`src/rtl/axil_master_access.sv`:
```
// AXI-Lite single-outstanding master: user cmd/rsp handshake to AW/W/B and AR/R.
// One transaction in flight; non-OKAY responses bump a saturating error counter.
module axil_master_access #(
  parameter int DATA_WIDTH    = 32,
  parameter int ADDR_WIDTH    = 5,
  parameter int STRB_WIDTH    = DATA_WIDTH / 8,
  parameter int ERR_CNT_WIDTH = 8
) (
  input  logic                     clk,
  input  logic                     rst,
  input  logic                     cmd_valid,
  output logic                     cmd_ready,
  input  logic                     cmd_write,
  input  logic [ADDR_WIDTH-1:0]    cmd_addr,
  input  logic [DATA_WIDTH-1:0]    cmd_wdata,
  input  logic [STRB_WIDTH-1:0]    cmd_wstrb,
  output logic                     rsp_valid,
  input  logic                     rsp_ready,
  output logic                     rsp_write,
  output logic [DATA_WIDTH-1:0]    rsp_rdata,
  output logic [1:0]               rsp_resp,
  output logic [ERR_CNT_WIDTH-1:0] err_count,
  output logic [ADDR_WIDTH-1:0]    m_axil_awaddr,
  output logic [2:0]               m_axil_awprot,
  output logic                     m_axil_awvalid,
  input  logic                     m_axil_awready,
  output logic [DATA_WIDTH-1:0]    m_axil_wdata,
  output logic [STRB_WIDTH-1:0]    m_axil_wstrb,
  output logic                     m_axil_wvalid,
  input  logic                     m_axil_wready,
  input  logic [1:0]               m_axil_bresp,
  input  logic                     m_axil_bvalid,
  output logic                     m_axil_bready,
  output logic [ADDR_WIDTH-1:0]    m_axil_araddr,
  output logic [2:0]               m_axil_arprot,
  output logic                     m_axil_arvalid,
  input  logic                     m_axil_arready,
  input  logic [DATA_WIDTH-1:0]    m_axil_rdata,
  input  logic [1:0]               m_axil_rresp,
  input  logic                     m_axil_rvalid,
  output logic                     m_axil_rready
);

  typedef enum logic [2:0] {
    IDLE,
    WRITE,
    WAIT_B,
    READ_AR,
    WAIT_R,
    RESP
  } state_t;

  state_t                  state;
  logic [ADDR_WIDTH-1:0]   addr_q;
  logic [DATA_WIDTH-1:0]   wdata_q;
  logic [STRB_WIDTH-1:0]   wstrb_q;
  logic                    aw_done;
  logic                    w_done;

  assign m_axil_awaddr = addr_q;
  assign m_axil_araddr = addr_q;
  assign m_axil_wdata  = wdata_q;
  assign m_axil_wstrb  = wstrb_q;
  assign m_axil_awprot = 3'b000;
  assign m_axil_arprot = 3'b000;

  // A channel counts as done if already retired or handshaking this cycle.
  assign aw_done = !m_axil_awvalid || m_axil_awready;
  assign w_done  = !m_axil_wvalid || m_axil_wready;

  function automatic logic [ERR_CNT_WIDTH-1:0] err_next(
    input logic [ERR_CNT_WIDTH-1:0] cnt,
    input logic [1:0]               resp
  );
    if (resp != 2'b00 && cnt != '1)
      return cnt + 1'b1;
    return cnt;
  endfunction

  always_ff @(posedge clk or negedge rst) begin
    if (!rst) begin
      state          <= IDLE;
      cmd_ready      <= 1'b0;
      addr_q         <= '0;
      wdata_q        <= '0;
      wstrb_q        <= '0;
      m_axil_awvalid <= 1'b0;
      m_axil_wvalid  <= 1'b0;
      m_axil_bready  <= 1'b0;
      m_axil_arvalid <= 1'b0;
      m_axil_rready  <= 1'b0;
      rsp_valid      <= 1'b0;
      rsp_write      <= 1'b0;
      rsp_rdata      <= '0;
      rsp_resp       <= 2'b00;
      err_count      <= '0;
    end else begin
      unique case (state)
        IDLE: begin
          if (cmd_ready && cmd_valid) begin
            cmd_ready <= 1'b0;
            addr_q    <= cmd_addr;
            wdata_q   <= cmd_wdata;
            wstrb_q   <= cmd_wstrb;
            if (cmd_write) begin
              m_axil_awvalid <= 1'b1;
              m_axil_wvalid  <= 1'b1;
              state          <= WRITE;
            end else begin
              m_axil_arvalid <= 1'b1;
              state          <= READ_AR;
            end
          end else begin
            cmd_ready <= 1'b1;
          end
        end
        WRITE: begin
          if (m_axil_awvalid && m_axil_awready)
            m_axil_awvalid <= 1'b0;
          if (m_axil_wvalid && m_axil_wready)
            m_axil_wvalid <= 1'b0;
          if (aw_done && w_done) begin
            m_axil_bready <= 1'b1;
            state         <= WAIT_B;
          end
        end
        WAIT_B: begin
          if (m_axil_bvalid) begin
            m_axil_bready <= 1'b0;
            rsp_valid     <= 1'b1;
            rsp_write     <= 1'b1;
            rsp_rdata     <= '0;
            rsp_resp      <= m_axil_bresp;
            err_count     <= err_next(err_count, m_axil_bresp);
            state         <= RESP;
          end
        end
        READ_AR: begin
          if (m_axil_arready) begin
            m_axil_arvalid <= 1'b0;
            m_axil_rready  <= 1'b1;
            state          <= WAIT_R;
          end
        end
        WAIT_R: begin
          if (m_axil_rvalid) begin
            m_axil_rready <= 1'b0;
            rsp_valid     <= 1'b1;
            rsp_write     <= 1'b0;
            rsp_rdata     <= m_axil_rdata;
            rsp_resp      <= m_axil_rresp;
            err_count     <= err_next(err_count, m_axil_rresp);
            state         <= RESP;
          end
        end
        RESP: begin
          if (rsp_ready) begin
            rsp_valid <= 1'b0;
            cmd_ready <= 1'b1;
            state     <= IDLE;
          end
        end
        default: state <= IDLE;
      endcase
    end
  end

endmodule

```
`config.mk`:
```
export PLATFORM = sky130hd
export DESIGN_NAME = axil_master_access
export DESIGN_NICKNAME = d
export VERILOG_FILES = /design/src/rtl/axil_master_access.sv
export SDC_FILE = /design/constraint.sdc
export NUM_CORES = 1
export LEC_CHECK = 0
export ABC_AREA = 1
export CAP_MARGIN = 20
export CORE_ASPECT_RATIO = 0.5
export CORE_MARGIN = 5
export CORE_UTILIZATION = 45
export CTS_CLUSTER_SIZE = 16
export DETAILED_ROUTE_END_ITERATION = 8
export PLACE_DENSITY = 0.86
export SYNTH_ARGS = -nofsm -noshare
export SYNTH_HDL_FRONTEND = slang
export SYNTH_SLANG_ARGS = --single-unit
```
`constraint.sdc`:
```
create_clock -name clk -period 3.5 [get_ports clk]
set_input_delay 0.7 -clock clk [delete_from_list [all_inputs] [get_ports clk]]
set_output_delay 0.7 -clock clk [all_outputs]
set_load 0.01 [all_outputs]
```
==> results of run 1 <==
==> flip-flops by register name, summed over array words and instances (netlist names) <==
name,flops
m_axil_rready,1
m_axil_arvalid,1
m_axil_bready,1
m_axil_awvalid,1
rsp_resp,2
rsp_valid,1
m_axil_wvalid,1
state,3
m_axil_wdata,32
m_axil_wstrb,4
rsp_rdata,32
cmd_ready,1
m_axil_araddr,5
rsp_write,1
err_count,8
==> worst paths after layout <==
path                            slack, ns  depth (start not counted)          endpoint
worst min register to register       0.47                          2  m_axil_wdata[31]
worst min-delay path                 0.43                          1   m_axil_wdata[0]
min in group clk                     0.47                          2  m_axil_wdata[31]
worst max-delay path                 1.42                          1      err_count[5]
max in group asynchronous            2.32                          2     rsp_rdata[15]
worst max register to register       1.55                          5     rsp_rdata[30]
==> area by class of cell <==
class	instances	area [um2]	area share [%]
well taps	117	146.4	2.331
repair buffers	187	1857	29.57
flip-flops and latches	94	2352	37.46
clock buffers	13	260.3	4.144
inverters	23	86.33	1.375
multi-input cells	351	1535	24.45
clock inverters	3	42.54	0.6774
==> per-layer routing <==
| metal | vias to the layer above | GRT usage [%] |
|---|---|---|
| met4 | 0 | 4.128 |
| met5 | - | 0 |
| met3 | 16 | 5.763 |
| met1 | 1736 | 22.16 |
| li1 | 1866 | - |
| met2 | 101 | 37.10 |
==> synthesized netlist by cell type (all sizes together) <==
cell type / count / area, um2
a21o: 1 / 7.510
a21oi: 2 / 10.01
buf: 30 / 201.4
clkbuf: 1 / 3.750
conb: 1 / 3.750
dfrtp: 94 / 2352
ha: 1 / 12.51
inv: 23 / 86.33
nand2: 251 / 947.2
nand3: 22 / 132.6
nand3b: 1 / 7.510
nand4: 3 / 18.77
nor2: 13 / 78.83
nor3: 2 / 10.01
o211ai: 2 / 15.01
o21a: 1 / 7.510
o21ai: 41 / 224.0
or2: 1 / 6.260
xor2: 4 / 35.03
==> per-stage QoR <==
step           total power (uW)  instances  setup slack [ns]  area, um2  hold WS (ns)
6_report                   5426        788             1.417       6280        0.4340
3_5_place_dp               4484        772             1.137       5977        0.4578
2_1_floorplan              3192        499             2.023       4179        0.4044
5_1_grt                    5821        788             1.345       6280        0.4889
3_3_place_gp               4400        772             1.193       5977        0.4529
4_1_cts                    5492        788             1.398       6280        0.4621
==> placed cells by master, fill, tap and decap left out <==
cell type	n
nor3_1	2
inv_1	19
o211ai_1	2
clkbuf_1	2
clkbuf_8	2
conb_1	6
a21o_1	1
nand3_4	1
nand3_2	2
nand3b_1	1
nand4_1	3
ha_1	1
or2_2	1
clkbuf_16	9
clkinvlp_4	1
nor2_4	3
xor2_1	4
nand2_1	249
clkdlybuf4s50_1	181
o21ai_2	5
nand3_1	19
bufinv_16	1
dfrtp_1	94
buf_4	6
inv_2	4
a21oi_1	2
nand2_2	2
nor2_2	3
o21a_1	1
o21ai_0	18
nor2_1	7
clkinv_2	1
o21ai_1	18
==> power by group through the flow <==
stage	logic, uW	clock network, uW	registers [uW]
after global routing	2810	1050	1960
final	2560	978	1890
after CTS	2600	999	1890
after detailed placement	2590	0	1900
after global placement	2520	0	1880
after floorplan	1110	0	2080
==> cells by family (layout without fill, tap and decap cells) <==
group,count (synthesis),in the layout,share of synthesized area (%)
flip-flops,94,94,56.54
adder cells (fa/ha/maj),1,1,0.3007
AO/OA/AOI/OAI,47,47,6.346
XOR/XNOR,4,4,0.8420
buffers and inverters,54,226,7.007
AND/OR/NAND/NOR,293,293,28.87
other,1,6,0.09014
==> qor.yml, run 1 <==
drt:
  top_layer: "met4"
  via_per_inst: 4.720
  wirelength_um: 11020
  remaining_drc_errors: 0
  wl_met2_um: 5823
  antenna_left: 0
  wl_met3_um: 594
  wl_per_cell_um: 13.98
  wl_met1_um: 4448
  drtIter0Drc: 188
  dr.pass1.iters: 6
  vias: 3719
timing:
  fmax_mhz: 480.0
  maxSlewHeadroom_pct: 48.53
  fin_crit_sh_pct: 59.52
  fin_tns_setup_ns: 0
  hold_viol: 0
  slew_violations: 0
  setup_viol: 0
  period_needed_ns: 2.083
  rsz0062_at_grt: "false"
  fin_skew_ns: 0.005103
  worstMarginPinSlew_ns: 0.7711
floorplanning:
  initial_utilization_pct: 46.96
  die_x_um: 146.0
  rows: 24
  dieHeight_um: 77.99
  pin_count: 189
  core_area_mm2: 0.008859
  dieArea_mm2: 0.01138
logic_synthesis:
  yosys.cell_types.count: 29
  synth_seq_area_share_pct: 56.54
  ys_warn_count: 0
  ys_ff_latch: 94
  syn_area_mm2: 0.004160
  syn_area_per_cell_um2: 8.422
  syn_inst: 494
clock_network:
  h-tree-depth: 3
  cts_tree: "yes"
  clockBufferDepth: 2
  cts_buffers: 9
  cts-resized-gates: 0
  clk_transition_reported_paths_ns: 0.06
  cts_sinks: 94
  cts-root-buf: "clkbuf_16"
  clock_latency_ns: 0.34
  cts_setup_buffers: 0
  ctsHoldBuffers: 0
power_and_ir_drop:
  power_density_mw_per_mm2: 864.0
  p_switching_uw: 1998
  p_int_uw: 3428
  p_leak_uw: 0.002967
  p_sw_share_pct: 36.83
  p_seq_share_pct: 34.8
  ir_drop_mv: 0.3638
  combPwrFrac_pct: 47.2
  clockPowerShare_pct: 18.0
global_route:
  grt_pass1_wl_um: 18300
  grt_max_degree: 61
  grt_pass1_vias: 3703
  grt_use_total_pct: 19.56
  overflow: 0
  antenna_found_initial: 0
final_layout:
  nets: 754
  areaGrowthSynthToFinish_pct: 50.95
  fin_util_pct: 70.89
  drive_above_1_share_pct: 6.110
  antennaDiodeCount: 0
  fillCellCount: 701
setup_path:
  path_cells: "clkdlybuf4s50_1"
  cpMaxStageDelayCell: "clkdlybuf4s50_1"
  max_stage_delay_ns: 0.59
  crit_family: "buffers and inverters"
  startpoint: "err_count[5]"
  critPathLaunchType: "register"
  cp.arrival_ns: 1.38
  timing.rr.start: "state[2]"
  cp_num_buf_inv: 1
  critical_path.max_fanout: 6
  crit_required_ns: 2.80
  crit_type: "register to output port"
  end_kind: "output port"
run_status:
  outcome: "finished clean"
place:
  gp_congestion: 0.8465
  placement.io_buffers: 182
  dp_hpwl_um: 8123
run:
  drv_cap: 0
hold_path:
  hp-class: "input pin to async pin"
No activity file was read; power rests on OpenSTA's default activity.
==> inputs of run 2 (changes only) <==
--- a/config.mk
+++ b/config.mk
@@ -9,10 +9,10 @@
 export CAP_MARGIN = 20
 export CORE_ASPECT_RATIO = 0.5
 export CORE_MARGIN = 5
-export CORE_UTILIZATION = 45
+export CORE_UTILIZATION = 42
 export CTS_CLUSTER_SIZE = 16
 export DETAILED_ROUTE_END_ITERATION = 8
-export PLACE_DENSITY = 0.86
+export PLACE_DENSITY = 0.81
 export SYNTH_ARGS = -nofsm -noshare
 export SYNTH_HDL_FRONTEND = slang
 export SYNTH_SLANG_ARGS = --single-unit
==> constraint.sdc (replaced) <==
create_clock -name clk -period 2.1 [get_ports clk]
set_input_delay 0.42 -clock clk [delete_from_list [all_inputs] [get_ports clk]]
set_output_delay 0.42 -clock clk [all_outputs]
set_load 0.01 [all_outputs]
==> qor.yml, run 2 (synthesized netlist as in run 1, its figures left out) <==
floorplanning:
  dieArea_mm2: 0.01212  # was 0.01138 mm2
  rows: 25  # was 24
  die_x_um: 150.8  # was 146.0 um
  initial_utilization_pct: 43.61  # was 46.96%
  pin_count: 189  # unchanged
  core_area_mm2: 0.009540  # was 0.008859 mm2
  dieHeight_um: 80.38  # was 77.99 um
clock_network:
  clockBufferDepth: 2  # unchanged
  cts_sinks: 94  # unchanged
  cts_tree: "yes"  # unchanged
  cts_buffers: 9  # unchanged
  cts_setup_buffers: 0  # unchanged
  clock_latency_ns: 0.33  # was 0.34 ns
  clk_transition_reported_paths_ns: 0.06  # about the same
  cts-resized-gates: 0  # unchanged
  ctsHoldBuffers: 0  # unchanged
  h-tree-depth: 3  # unchanged
  cts-root-buf: "clkbuf_16"  # unchanged
timing:
  worstMarginPinSlew_ns: 0.6434  # was 0.7711 ns
  fin_tns_setup_ns: 0  # unchanged
  slew_violations: 0  # unchanged
  hold_viol: 0  # unchanged
  holdWs_ns: 0.03509  # was 0.4340 ns
  rsz0062_at_grt: "false"  # unchanged
  maxSlewHeadroom_pct: 57.04  # was 48.53%
  fin_skew_ns: 0.005217  # was 0.005103 ns
  setup_viol: 0  # unchanged
  layout_setup_ws_ns: 0.3265  # was 1.417 ns
  fin_crit_sh_pct: 84.45
  period_needed_ns: 1.773
  fmax_mhz: 563.9
drt:
  antenna_left: 0  # unchanged
  via_per_inst: 4.607  # was 4.720
  vias: 3713  # was 3719
  dr.pass1.iters: 4  # was 6
  wl_per_cell_um: 13.80  # was 13.98 um
  remaining_drc_errors: 0  # unchanged
  wirelength_um: 11120  # was 11020 um
  drtIter0Drc: 243  # was 188
setup_path:
  crit_family: "buffers and inverters"  # unchanged
  path_cells: "clkdlybuf4s50_1"  # unchanged
  crit_type: "register to output port"  # unchanged
  cp.arrival_ns: 1.35  # was 1.38 ns
  end_kind: "output port"  # unchanged
  cp_num_buf_inv: 1  # unchanged
  cpMaxStageDelayCell: "clkdlybuf4s50_1"  # unchanged
  critPathLaunchType: "register"  # unchanged
  max_stage_delay_ns: 0.57  # was 0.59 ns
  startpoint: "err_count[5]"  # unchanged
  timing.rr.start: "state[2]"  # unchanged
  crit_required_ns: 1.68  # was 2.80 ns
  critical_path.max_fanout: 6  # unchanged
power_and_ir_drop:
  p_switching_uw: 3376  # was 1998 uW
  clockPowerShare_pct: 20.0  # was 18.0%
  combPwrFrac_pct: 46.4  # was 47.2%
  power_density_mw_per_mm2: 1464  # was 864.0 mW/mm2
  p_int_uw: 5977  # was 3428 uW
  p_leak_uw: 0.003005  # was 0.002967 uW
  ir_drop_mv: 0.6769  # was 0.3638 mV
  p_seq_share_pct: 33.6  # was 34.8%
  p_sw_share_pct: 36.10  # was 36.83%
global_route:
  grt_pass1_vias: 3731  # was 3703
  grt_pass1_wl_um: 18470  # was 18300 um
  antenna_found_initial: 0  # unchanged
  grt_use_total_pct: 19.32  # was 19.56%
  overflow: 0  # unchanged
  grt_max_degree: 69  # was 61
run_status:
  outcome: "finished clean"  # unchanged
final_layout:
  antennaDiodeCount: 0  # unchanged
  nets: 755  # was 754
  areaGrowthSynthToFinish_pct: 53.59  # was 50.95%
  fillCellCount: 760  # was 701
  seq_area_mm2: 0.002352  # unchanged
  drive_above_1_share_pct: 6.408  # was 6.110%
  multiInputGateArea_mm2: 0.001535  # unchanged
  layout_common_cells: "nand2_1 (249), clkdlybuf4s50_1 (181), dfrtp_1 (94)"  # unchanged
  instances_no_fill: 806  # was 788
  final_common_cell: "nand2_1"  # unchanged
place:
  dp_slack_ns: 0.2018  # was 1.137 ns
  placement.io_buffers: 182  # unchanged
  placedCellCount: 791  # was 772
  gp_congestion: 0.8100  # was 0.8465
  dp_hpwl_um: 8220  # was 8123 um
hold_path:
  hp-class: "input pin to async pin"  # unchanged
run:
  drv_cap: 0  # unchanged
[run 2: cell types whose count changed in the layout (fill, tap and decap cells not counted)]
| cell | previous run | this run |
|---|---|---|
| bufinv_16 | 1 | 3 |
| clkbuf_8 | 2 | 1 |
| buf_4 | 6 | 4 |
| buf_12 | 0 | 3 |
| inv_6 | 0 | 1 |
| clkbuf_1 | 2 | 0 |
| clkinv_2 | 1 | 0 |
[run 2: layout make-up]
| cell class | count | share of cell area (%) |
|---|---|---|
| clock buffers | 10 | 3.740 |
| multi-input cells | 351 | 24.03 |
| well taps | 135 | 2.643 |
| flip-flops and latches | 94 | 36.81 |
| clock inverters | 5 | 1.664 |
| repair buffers | 188 | 29.76 |
| inverters | 23 | 1.351 |
[run 2: final timing paths]
kind,slack [ns],to,cells after the start
max in group asynchronous,1.45,rsp_rdata[9],2
max reg2reg,0.42,m_axil_wdata[13],6
min,0.04,m_axil_wdata[23],1
min reg2reg,0.47,m_axil_wdata[22],2
min in group clk,0.47,m_axil_wdata[22],2
max,0.33,err_count[5],1
[run 2: metal layers]
layer | up-vias | track usage, % | share of wire, %
met4 | 0 | 4.521 | 1.4
met3 | 15 | 5.637 | 6.3
met1 | 1715 | 22.28 | 40
li1 | 1869 | - | -
met2 | 114 | 35.62 | 52
met5 | - | 0 | 0
[run 2: power groups by stage]
stage	sequential (uW)	clock, uW	combinational, uW
finish	3150	1870	4340
floorplan	3470	0	1850
detailed placement	3150	0	4380
CTS	3140	1910	4400
global route	3260	1980	4800
global placement	3140	0	4280
[run 2: through the flow]
| stage | cell area, um2 | power, uW | utilization, % |
|---|---|---|---|
| floorplan | 4179 | 5320 | - |
| global placement | 6045 | 7416 | 63.36 |
| detailed placement | 6045 | 7527 | 63.36 |
| CTS | 6390 | 9453 | 66.98 |
| global route | 6390 | 10050 | 66.98 |
| finish | 6390 | 9353 | 66.98 |
==> inputs of run 3 (changes only) <==
--- a/config.mk
+++ b/config.mk
@@ -9,10 +9,10 @@
 export CAP_MARGIN = 20
 export CORE_ASPECT_RATIO = 0.5
 export CORE_MARGIN = 5
-export CORE_UTILIZATION = 42
+export CORE_UTILIZATION = 38
 export CTS_CLUSTER_SIZE = 16
 export DETAILED_ROUTE_END_ITERATION = 8
-export PLACE_DENSITY = 0.81
+export PLACE_DENSITY = 0.77
 export SYNTH_ARGS = -nofsm -noshare
 export SYNTH_HDL_FRONTEND = slang
 export SYNTH_SLANG_ARGS = --single-unit
==> constraint.sdc (replaced) <==
create_clock -name clk -period 1.43 [get_ports clk]
set_input_delay 0.286 -clock clk [delete_from_list [all_inputs] [get_ports clk]]
set_output_delay 0.286 -clock clk [all_outputs]
set_load 0.01 [all_outputs]
==> qor.yml, run 3 (synthesized netlist as in run 1, its figures left out) <==
setup_path:
  path_cells: "nor2_4 > nand2_4 > nand2_4 > nand3_4 > buf_4 > nor2_4 > nand3_1 > nand2_1"  # was clkdlybuf4s50_1
  cp.arrival_ns: 1.91  # was 1.35 ns
  critPathLaunchType: "register"  # unchanged
  crit_type: "register to register"  # was register to output port
  max_stage_delay_ns: 0.45  # was 0.57 ns
  end_kind: "register"  # was output port
  crit_required_ns: 1.71  # was 1.68 ns
  cpMaxStageDelayCell: "dfrtp_2"  # was clkdlybuf4s50_1
  critical_path.max_fanout: 8  # was 6
final_layout:
  fillCellCount: 665  # was 760
  antennaDiodeCount: 0  # unchanged
  final_common_cell: "nand2_1"  # unchanged
  areaGrowthSynthToFinish_pct: 91.94  # was 53.59%
  nets: 830  # was 755
  layout_common_cells: "nand2_1 (152), dlygate4sd2_1 (94), dfrtp_1 (90)"  # was nand2_1 (249), clkdlybuf4s50_1 (181), dfrtp_1 (94)
  drive_above_1_share_pct: 34.67  # was 6.408%
floorplanning:
  core_area_mm2: 0.01084  # was 0.009540 mm2
  die_x_um: 158.0  # was 150.8 um
  initial_utilization_pct: 38.36  # was 43.61%
  dieArea_mm2: 0.01327  # was 0.01212 mm2
  rows: 27  # was 25
  pin_count: 189  # unchanged
  dieHeight_um: 83.99  # was 80.38 um
power_and_ir_drop:
  power_density_mw_per_mm2: 2238  # was 1464 mW/mm2
  total_power_uw: 17870  # was 9353 uW
  ir_drop_mv: 1.027  # was 0.6769 mV
  p_leak_uw: 0.004144  # was 0.003005 uW
drt:
  dr.pass1.iters: 5  # was 4
  drtIter0Drc: 374  # was 243
  wirelength_um: 17180  # was 11120 um
  vias: 4511  # was 3713
  remaining_drc_errors: 0  # unchanged
  via_per_inst: 5.057  # was 4.607
  antenna_left: 0  # unchanged
  wl_per_cell_um: 19.26  # was 13.80 um
run_status:
  violations: "setup timing"
  outcome: "finished with violations"  # was finished clean
clock_network:
  clockBufferDepth: 2  # unchanged
  clock_latency_ns: 0.34  # was 0.33 ns
  cts_buffers: 9  # unchanged
  clk_transition_reported_paths_ns: 0.07  # was 0.06 ns
  cts_tree: "yes"  # unchanged
  cts-root-buf: "clkbuf_16"  # unchanged
  cts_sinks: 94  # unchanged
  h-tree-depth: 3  # unchanged
global_route:
  grtUsageMet2_pct: 42.75  # was 35.62%
  grt_max_degree: 59  # was 69
  grt_pass1_vias: 4621  # was 3731
  grt_use_total_pct: 24.72  # was 19.32%
  top_usage_layer: "met2"  # unchanged
  grt_pass1_wl_um: 25340  # was 18470 um
  grtUsageMet1_pct: 30.74  # was 22.28%
  antenna_found_initial: 0  # unchanged
  met3_usage_pct: 4.091  # was 5.637%
  overflow: 0  # unchanged
place:
  placement.io_buffers: 182  # unchanged
  dp_slack_ns: -0.1930  # was 0.2018 ns
  gp_congestion: 0.8543  # was 0.8100
  dp_hpwl_um: 9138  # was 8220 um
hold_path:
  hp-class: "input pin to async pin"  # unchanged
timing:
  period_needed_ns: 1.638
  slew_violations: 0  # unchanged
  fin_skew_ns: 0.007056  # was 0.005217 ns
  hold_viol: 0  # unchanged
  layout_setup_ws_ns: -0.2076  # was 0.3265 ns
  fmax_mhz: 610.7
  rsz0062_at_grt: "true"  # was false
  fin_crit_sh_pct: 114.5
  setup_viol: 89  # was 0
run:
  drv_cap: 0  # unchanged
-- run 3: cell count changes in the layout (fill, tap and decap cells not counted), sizes merged --
cell / previous run / this run
buf: 7 / 79
bufinv: 3 / 1
clkbuf: 10 / 12
clkdlybuf4s15: 0 / 2
clkdlybuf4s50: 181 / 85
clkinv: 0 / 1
clkinvlp: 1 / 3
dlygate4sd2: 0 / 94
dlygate4sd3: 0 / 1
-- run 3: worst paths after layout --
kind | slack, ns | end | depth (start not counted) | startpoint
worst min-delay path | 0.46 | m_axil_wdata[30] | 3 | rst
worst max register to register | -0.21 | err_count[6] | 8 | state[1]
max in group asynchronous | 0.63 | err_count[4] | 3 | rst
min in group clk | 0.47 | m_axil_wdata[6] | 2 | m_axil_wdata[6]
worst min register to register | 0.47 | m_axil_wdata[6] | 2 | m_axil_wdata[6]
worst max-delay path | -0.21 | err_count[6] | 8 | state[1]
-- run 3: power breakdown --
group | internal (uW) | switching [uW] | leakage, uW
Clock | 1410 | 1080 | 0.000141
Combinational | 5240 | 5270 | 0.00280
Sequential | 3860 | 1010 | 0.00121
-- run 3: worst max-delay path: cells and delay by family, from the launching register on --
family | cells | cell delay, ns
buf+inv | 1 | 0.16
flops | 1 | 0.45
simple gates | 7 | 0.95
-- run 3: metrics by stage --
step	util, %	hold slack [ns]	TNS [ns]	cells	instance area (um2)
after global routing	73.64	0.4824	-15.38	892	7985
after global placement	58.09	0.2854	-8.840	824	6300
after CTS	70.19	0.4545	-4.976	890	7611
final	73.64	0.4589	-9.289	892	7985
after floorplan	-	-0.009591	0	499	4187
after detailed placement	58.09	0.2848	-10.59	824	6300
-- run 3: per-layer routing --
layer  part of all wire (%)  up-vias
li1                       -     2043
met1                     38     2207
met2                     52      199
met3                    5.8       62
met4                    4.2        0
met5                      0        -
-- run 3: what timing repair did --
item	in CTS	in global routing
endpoints found under the setup margin	158	92
hold buffers	1	0
gates cloned	18	2
pin swaps	31	26
endpoints found under the hold margin	94	0
resized for setup	233	124
setup buffers	33	9
-- run 3: final cells by class --
cell class	count	area, um2	share of cell area [%]
clock buffer	10	239.0	2.993
timing repair buffer	263	2834	35.49
clock inverter	6	70.07	0.8775
multi-input combinational	351	2200	27.55
sequential	94	2357	29.52
tap	145	181.4	2.272
inverter	23	103.9	1.301
